**config.mk**
```make
export PLATFORM = sky130hd
export DESIGN_NAME = grid_editor
export DESIGN_NICKNAME = d
export VERILOG_FILES = /design/src/rtl/grid_editor.sv
export SDC_FILE = /design/constraint.sdc
export NUM_CORES = 2
export LEC_CHECK = 0
export ABC_AREA = 1
export BUFFER_PORTS_ARGS = -buffer_cell sky130_fd_sc_hd__buf_2
export CAP_MARGIN = 5
export CORE_UTILIZATION = 56
export CTS_CLUSTER_SIZE = 20
export DETAILED_ROUTE_END_ITERATION = 16
export PLACE_DENSITY = 0.79
export SLEW_MARGIN = 0
export SYNTH_ARGS = -nofsm -noshare
export SYNTH_HDL_FRONTEND = slang
export SYNTH_SLANG_ARGS = --single-unit
```
**constraint.sdc**
```tcl
create_clock -name clk -period 47.2 [get_ports clk]
set_input_delay 7.08 -clock clk [delete_from_list [all_inputs] [get_ports clk]]
set_output_delay 7.08 -clock clk [all_outputs]
set_load 0.02 [all_outputs]
```
**src/rtl/grid_editor.sv**
```systemverilog
// Cursor-driven pattern editor for the Game of Life grid: edits a pattern buffer while paused,
// emits one-cycle injection pulses while running, and captures the live board on pause.
module grid_editor #(
  parameter int unsigned ROWS         = 16,
  parameter int unsigned COLS         = 16,
  parameter int unsigned REPEAT_DELAY = 12_500_000,
  parameter int unsigned REPEAT_RATE  = 2_500_000,
  parameter int unsigned BLINK_CYCLES = 25_000_000
) (
  input  logic                    clk,
  input  logic                    reset,
  input  logic                    gameState,
  input  logic                    key_up,
  input  logic                    key_down,
  input  logic                    key_left,
  input  logic                    key_right,
  input  logic                    key_place,
  input  logic                    key_clear,
  input  logic [ROWS*COLS-1:0]    grid_status,
  output logic [ROWS*COLS-1:0]    userInput,
  output logic [$clog2(ROWS)-1:0] cursor_row,
  output logic [$clog2(COLS)-1:0] cursor_col,
  output logic                    cursor_blink
);

  localparam int unsigned N    = ROWS * COLS;
  localparam int unsigned RW   = $clog2(ROWS);
  localparam int unsigned CLW  = $clog2(COLS);
  localparam int unsigned IW   = $clog2(N);
  localparam int unsigned RMAX = (REPEAT_DELAY > REPEAT_RATE) ? REPEAT_DELAY : REPEAT_RATE;
  localparam int unsigned CW   = $clog2(RMAX + 1);
  localparam int unsigned BW   = $clog2(BLINK_CYCLES);

  logic up_q, down_q, left_q, right_q, place_q, clear_q, gs_q;
  logic up_r, down_r, left_r, right_r, place_e, clear_e, capture;

  logic [RW-1:0]  row_q, row_d;
  logic [CLW-1:0] col_q, col_d;
  logic [IW-1:0]  idx;

  logic [CW-1:0] v_cnt_q, v_cnt_d, v_thr;
  logic [CW-1:0] h_cnt_q, h_cnt_d, h_thr;
  logic          v_rep_q, v_rep_d, h_rep_q, h_rep_d;
  logic          v_hold, h_hold, v_step, h_step;

  logic [N-1:0]  pattern_q, pattern_d;
  logic [N-1:0]  pulse_q, pulse_d;
  logic [BW-1:0] blink_cnt_q, blink_cnt_d;
  logic          blink_q, blink_d;

  always_comb begin
    // First paused cycle after running: reload the board, ignore key edges.
    capture = gs_q & ~gameState;
    up_r    = key_up & ~up_q;
    down_r  = key_down & ~down_q;
    left_r  = key_left & ~left_q;
    right_r = key_right & ~right_q;
    place_e = key_place & ~place_q & ~capture;
    clear_e = key_clear & ~clear_q & ~capture;
    idx     = IW'(row_q) * IW'(COLS) + IW'(col_q);

    v_hold  = key_up ^ key_down;
    v_thr   = v_rep_q ? CW'(REPEAT_RATE) : CW'(REPEAT_DELAY);
    v_cnt_d = '0;
    v_rep_d = 1'b0;
    v_step  = 1'b0;
    if (v_hold) begin
      if (up_r | down_r) begin
        v_cnt_d = CW'(1);
        v_step  = ~capture;
      end else if (v_cnt_q == v_thr) begin
        v_cnt_d = CW'(1);
        v_rep_d = 1'b1;
        v_step  = 1'b1;
      end else begin
        v_cnt_d = v_cnt_q + CW'(1);
        v_rep_d = v_rep_q;
      end
    end

    h_hold  = key_left ^ key_right;
    h_thr   = h_rep_q ? CW'(REPEAT_RATE) : CW'(REPEAT_DELAY);
    h_cnt_d = '0;
    h_rep_d = 1'b0;
    h_step  = 1'b0;
    if (h_hold) begin
      if (left_r | right_r) begin
        h_cnt_d = CW'(1);
        h_step  = ~capture;
      end else if (h_cnt_q == h_thr) begin
        h_cnt_d = CW'(1);
        h_rep_d = 1'b1;
        h_step  = 1'b1;
      end else begin
        h_cnt_d = h_cnt_q + CW'(1);
        h_rep_d = h_rep_q;
      end
    end

    row_d = row_q;
    if (v_step) begin
      if (key_up) row_d = (row_q == '0) ? RW'(ROWS - 1) : row_q - RW'(1);
      else        row_d = (row_q == RW'(ROWS - 1)) ? '0 : row_q + RW'(1);
    end
    col_d = col_q;
    if (h_step) begin
      if (key_left) col_d = (col_q == '0) ? CLW'(COLS - 1) : col_q - CLW'(1);
      else          col_d = (col_q == CLW'(COLS - 1)) ? '0 : col_q + CLW'(1);
    end

    // Toggle/inject use the cursor position before this cycle's move.
    pattern_d = pattern_q;
    pulse_d   = '0;
    if (capture) begin
      pattern_d = grid_status;
    end else if (!gameState) begin
      if (clear_e)      pattern_d = '0;
      else if (place_e) pattern_d[idx] = ~pattern_q[idx];
    end else if (place_e) begin
      pulse_d[idx] = 1'b1;
    end

    blink_cnt_d = blink_cnt_q + BW'(1);
    blink_d     = blink_q;
    if (blink_cnt_q == BW'(BLINK_CYCLES - 1)) begin
      blink_cnt_d = '0;
      blink_d     = ~blink_q;
    end
  end

  always_ff @(posedge clk or posedge reset) begin
    if (reset) begin
      up_q        <= 1'b0;
      down_q      <= 1'b0;
      left_q      <= 1'b0;
      right_q     <= 1'b0;
      place_q     <= 1'b0;
      clear_q     <= 1'b0;
      gs_q        <= 1'b0;
      row_q       <= '0;
      col_q       <= '0;
      v_cnt_q     <= '0;
      h_cnt_q     <= '0;
      v_rep_q     <= 1'b0;
      h_rep_q     <= 1'b0;
      pattern_q   <= '0;
      pulse_q     <= '0;
      blink_cnt_q <= '0;
      blink_q     <= 1'b0;
    end else begin
      up_q        <= key_up;
      down_q      <= key_down;
      left_q      <= key_left;
      right_q     <= key_right;
      place_q     <= key_place;
      clear_q     <= key_clear;
      gs_q        <= gameState;
      row_q       <= row_d;
      col_q       <= col_d;
      v_cnt_q     <= v_cnt_d;
      h_cnt_q     <= h_cnt_d;
      v_rep_q     <= v_rep_d;
      h_rep_q     <= h_rep_d;
      pattern_q   <= pattern_d;
      pulse_q     <= pulse_d;
      blink_cnt_q <= blink_cnt_d;
      blink_q     <= blink_d;
    end
  end

  assign userInput    = gameState ? pulse_q : pattern_q;
  assign cursor_row   = row_q;
  assign cursor_col   = col_q;
  assign cursor_blink = blink_q;

endmodule
```
* Yosys cells after proc, flatten, opt, wreduce, memory -nomap -nowiden
Cells that the tools add are included.
** Storage, ports and cells
- Output and inout port bits :: 265
- Register bits :: 603
- Logic and storage cells :: 103
- Input bits :: 265
** Operators by class
- Magnitude comparators :: 2
- Bitwise logic cells :: 23
- Reductions and logical operators :: 5
- Muxes and demuxes :: 40
- Add/sub/neg operators :: 8
- Equality and inequality tests :: 8
** Operators with widths (number)
- two-way mux 256 bit :: 8
- bitwise mux 256 bit :: 1
- two-way mux 24 bit :: 8
- adder 24 x 1 -> 24 bit, second input constant :: 2
- equality test 24 bit :: 2
- adder 25 x 1 -> 25 bit, second input constant :: 1
- equality test 25 bit, second input constant :: 1
- two-way mux 25 bit :: 1
- two-way mux 4 bit :: 6
- two-way mux 1 bit :: 14
- inverter 1 bit :: 10
- bitwise AND 1 bit :: 9
- less-than comparator 8 x 9 -> 1 bit, second input constant :: 1
- adder 4 x 1 -> 4 bit, second input constant :: 2
- adder 8 x 4 -> 8 bit :: 1
- binary-select mux 1 bit (select 8 bit) :: 1
- demux 1 bit (select 8 bit) :: 1
- equality test 4 bit, second input constant :: 2
- greater-or-equal comparator 8 x 1 -> 1 bit, second input constant :: 1
- logical NOT 4 bit :: 2
- subtractor 4 x 1 -> 4 bit, second input constant :: 2
- != test 3 x 1 -> 1 bit, second input constant :: 2
- nonzero test 3 bit :: 1
- != test 2 x 1 -> 1 bit, second input constant :: 1
- other kinds (4) :: 6

* Longest topological paths before layout
- Word-level depth :: 10
- Depth in mapped cells :: 20
- Depth with buffers taken out :: 15

* Worst setup path after synthesis
No wires, ideal clock.
- Path type :: input-to-output
- Start point :: input gameState
- End point :: output userInput[100]
- Data required time :: 40120 ps
- Stages :: 7
- Data arrival time :: 8607 ps
- Setup slack :: 31513 ps
- Path buffers :: 5
- Cells stage by stage :: buf_2 -> clkbuf_1 -> clkbuf_1 -> clkbuf_1 -> clkbuf_1 -> nand2_1 -> o21ai_0
** On the way
- Longest elaborated chain between the ends :: 1
** Ends and longest elaborated chain
- start, declared :: line 12 : input logic gameState,
- two-way mux 256 bit :: line 171 : assign userInput = gameState ? pulse_q : pattern_q;
- end, declared :: line 20 : output logic [ROWS*COLS-1:0] userInput,
Every way passes these cells.

* Worst setup path after layout
- Start point :: input gameState
- End point :: output userInput[133]
Same word-level chain as after synthesis.

==> metrics.sh <==
SYNTH-EDFF-COUNT=0
CTSRESIZECOUNT=0
SYNTH_TOP_AREA_SHARE_PCT=43.0
WORST-ENDPOINT-ARRIVAL_NS=9.16
FINAL_NETS=5758
WORSTSETUPSTARTPOINTTYPE='primary input'
SEQ_TOTAL_AREA_YOSYS_PCT=43.0
DETAIL_ROUTE.VIAS_PER_CELL=5.73
POST-PLACE-WS_NS=31.11
SYNTHESIS.NETS=5429
IO_PINS=530
DRT_FIRST_PASS_ITERS=6
TIMING.CRITICAL_PATH.SLOWEST_STAGE_CELL='sky130_fd_sc_hd__buf_4'
FIRST_GLOBAL_VIAS=34100
SETUP-VIOLATIONS-FINAL=0
REPORT.FINAL.SLEW_VIOL_COUNT=0
POST_SYNTHESIS_CELL_TYPE_COUNT=38
DIE_HEIGHT_UM=252
COREAREA_UM2=61800
CLKLATENCYLATEPIN_NS=0.63
PIN_COUNT_OF_THE_BIGGEST_NET_ENTERING_GLOBAL_ROUTING=244
GRT_ANTENNA_BEFORE_REPAIR=27
DPL.HPWL_UM=80300
POWER.COMBINATIONAL.FRACTION_PCT=40.5
FINAL.SETUP.WORST_SLACK_NS=30.96
SETUP_REPAIR_AFTER_GLOBAL_ROUTING_MISSED_ITS_MARGIN='no'
INITIALDRTVIOLATIONCOUNT=4880
ROOT_BUFFER='sky130_fd_sc_hd__clkbuf_16'
POWER.IR.VDD_WORST_V=0.000205
WORSTPATHCELLLIST='buf_8 -> buf_4 -> nand2_1 -> o21ai_0 -> buf_2'
YOSYS_REGISTER_BITS=603
GRT_OVERFLOW_TOTAL=0
AREA.GROWTH.SYNTH_TO_FINAL_PCT=14.0
CTS_BUFFER_DEPTH=3
LAYOUT-DRIVE-GT1-SHARE_PCT=12.4
POWER-PER-CELL-AREA_nW_PER_UM2=48.6
ROUTE.DETAILED.WL_PER_INST_UM=20.3
DRT-TOTAL-WL_UM=130000
SYNTH_CELLS=5150
STATIC-LEAKAGE-POWER_nW=18.6
FLOORPLAN.DIE_AREA_UM2=63700
POWER.CLOCK.FRACTION_PCT=27.2
CP.REQUIRED_NS=40.12
VIAS=36600
SW_FRAC_OF_TOTAL_PCT=45.3
IO_BUFFERS=529
FINALWEIGHTEDCONGESTION=0.928
DETAIL-ROUTE-ANTENNA-NETS=0
POST-ROUTE-PERIOD-UTIL_PCT=34.4
POST-ROUTE-DRC-COUNT=0
GRT_PASS1_WL_UM=195000
SETUP-TNS-FINAL_NS=0
POWER.INTERNAL_mW=1.06
GLOBAL_ROUTE.USAGE.TOTAL_PCT=40.0
POST-ROUTE-MIN-PERIOD_NS=16.24
TIMING.CRITICAL_PATH.SLOWEST_CELL_DELAY_NS=0.86
POST_SYNTH_MAIN_AREA_CONTRIBUTORS='sky130_fd_sc_hd__dfrtp_1 43%, sky130_fd_sc_hd__nor2_1 13%, sky130_fd_sc_hd__nand2_1 11%, sky130_fd_sc_hd__a21oi_1 7.8%, sky130_fd_sc_hd__inv_1 6.8%'
REG2REGPATHDEPTH=16
INITIAL_UTILIZATION_PCT=56.8
TIMING_WORST_SLEW_PIN_VALUE_NS=1.41
HOLD_CLASS='reg -> reg'
SYNTHFLOPTYPE='sky130_fd_sc_hd__dfrtp_1'
YOSYS_WARNINGS=0
CTS_INSERTED_BUFFERS=68
MAX_CAP_VIOLATIONS=0
SEQUENTIALPOWERSHARE_PCT=32.3
ENDPOINT_KIND='primary output'
CTS_MAX_LEVEL=3
CTS.REPORTEDPATHS.CLKPINSLEW_NS=0.05
CTSHOLDBUFFERS=0
SYNTHESIS.AREA_UM2=35100
FINALHOLDVIOLATIONS=0
NETSWITCHINGPOWER_mW=0.881
FIN_WORST_SKEW_NS=0.0284
SLEW_HEADROOM_PCT=6.31
ASYNC_FLOP_SHARE_PCT=100
TIMING.SETUP.CRITICAL_PATH_CLASS='in -> out'
CTS.SINKS=603
DIE_WIDTH_UM=252
SYN_AVG_CELL_AREA_UM2=6.82
LARGEST_FANOUT_ON_THE_CRITICAL_PATH=140
FMAX_MHz=61.6
POSTCTSSETUPREPAIRBUFS=0
CLOCK_TREE_FROM_TRITONCTS='done'
ROWS=91
HOLD_DEPTH=1
STATUS='complete, no violations'
SYNTH_LARGEST_AREA_CELL='sky130_fd_sc_hd__dfrtp_1'
-- power by group through the flow --
stage               Sequential [mW]  Clock [mW]  Combinational (mW)
finish                        0.628       0.529               0.787
global route                  0.634       0.551               0.834
CTS                           0.626       0.531               0.766
detailed placement            0.634           0               0.764
global placement              0.632           0               0.754
floorplan                     0.616           0               0.535
-- per-stage QoR --
stage / std cells / instance area, um^2 / hold WS, ns / utilization, % / total power [mW]
after floorplan: 5150 / 35100 / 0.433 / - / 1.15
after global placement: 6246 / 37800 / 0.448 / 61.2 / 1.39
after detailed placement: 6246 / 37800 / 0.462 / 61.2 / 1.40
after CTS: 6360 / 40000 / 0.469 / 64.6 / 1.92
after global routing: 6379 / 40000 / 0.492 / 64.7 / 2.02
final: 6382 / 40000 / 0.463 / 64.7 / 1.94
-- metal layers --
metal,GRT usage [%],wire (um),vias up
li1,-,-,16700
met1,51.7,48100,16900
met2,60.2,57200,2451
met3,10.5,15900,509
met4,24.4,8630,10
met5,0,69,-
-- path summary, 6_finish.rpt --
| check | startpoint | end | slack (ns) |
|---|---|---|---|
| max | gameState | userInput[133] | 30.96 |
| min | cursor_blink | cursor_blink | 0.46 |
| max reg2reg | cursor_col[1] | pattern_q[70] | 42.07 |
| min reg2reg | cursor_blink | cursor_blink | 0.46 |
| max in group asynchronous | reset | pulse_q[105] | 37.45 |
| min in group asynchronous | reset | pulse_q[13] | 6.58 |
-- sequential cells by signal, indices dropped and copies added, names as in the netlist, 4 cells and up --
name and flops:
blink_cnt_q 25, pattern_q 256, cursor_row 4, cursor_col 4
h_cnt_q 24, v_cnt_q 24, pulse_q 256
-- kinds of logic after synthesis --
| logic type | count (synthesis) | synth area share [%] |
|---|---|---|
| simple gates | 2428 | 26.8 |
| compound gates | 1124 | 18.1 |
| buf+inv | 956 | 11.0 |
| flops | 603 | 43.0 |
| xor+xnor | 25 | 0.624 |
| fa+ha+maj | 14 | 0.499 |
-- critical path, delay by kind of cell --
family	cells	cell delay [ns]
and+or+nand+nor	1	0.14
buffers and inverters	3	1.61
AOI/OAI and AO/OA	1	0.12
-- area by class of cell --
cell class              count  area, um^2
diodes                     22        55.1
clock buffers             100        2010
clock inverters            14         146
fillers                  5509       21800
inverters                 643        2440
multi-input cells        3591       16200
flip-flops and latches    603       15100
well taps                 837        1050
repair buffers            572        3030
-- cells in the final DEF, fill, tap and decap left out, types with 11 or more instances in the layout --
cell / count
sky130_fd_sc_hd__ha_1: 14
sky130_fd_sc_hd__nand3_1: 149
sky130_fd_sc_hd__dfrtp_1: 601
sky130_fd_sc_hd__buf_2: 528
sky130_fd_sc_hd__nor2_1: 1180
sky130_fd_sc_hd__o211ai_1: 11
sky130_fd_sc_hd__xor2_1: 13
sky130_fd_sc_hd__clkbuf_1: 15
sky130_fd_sc_hd__a21boi_0: 256
sky130_fd_sc_hd__diode_2: 22
sky130_fd_sc_hd__clkbuf_8: 15
sky130_fd_sc_hd__nor3_1: 35
sky130_fd_sc_hd__nand2_1: 1037
sky130_fd_sc_hd__xnor2_1: 12
sky130_fd_sc_hd__inv_1: 636
sky130_fd_sc_hd__buf_4: 39
sky130_fd_sc_hd__nand4_1: 11
sky130_fd_sc_hd__clkbuf_16: 70
sky130_fd_sc_hd__o21ai_0: 280
sky130_fd_sc_hd__a21oi_1: 548
-- Yosys cell counts, types with 3 or more instances --
master and instances:
sky130_fd_sc_hd__nand3_1 149, sky130_fd_sc_hd__o22ai_1 3, sky130_fd_sc_hd__nor2_1 1180, sky130_fd_sc_hd__xor2_1 13
sky130_fd_sc_hd__a211oi_1 3, sky130_fd_sc_hd__a21oi_1 548, sky130_fd_sc_hd__o21ai_1 8, sky130_fd_sc_hd__buf_6 20
sky130_fd_sc_hd__o21ai_0 280, sky130_fd_sc_hd__nor3_1 35, sky130_fd_sc_hd__a21boi_0 256, sky130_fd_sc_hd__buf_2 33
sky130_fd_sc_hd__inv_1 639, sky130_fd_sc_hd__o21a_1 5, sky130_fd_sc_hd__nor4_1 7, sky130_fd_sc_hd__dfrtp_1 603
sky130_fd_sc_hd__buf_4 21, sky130_fd_sc_hd__nand2_1 1038, sky130_fd_sc_hd__a31oi_1 5, sky130_fd_sc_hd__nor2_2 3
sky130_fd_sc_hd__xnor2_1 12, sky130_fd_sc_hd__buf_1 16, sky130_fd_sc_hd__clkbuf_1 223, sky130_fd_sc_hd__o211ai_1 11
sky130_fd_sc_hd__nand4_1 11, sky130_fd_sc_hd__ha_1 14
Power figures use the tool's default switching activity.
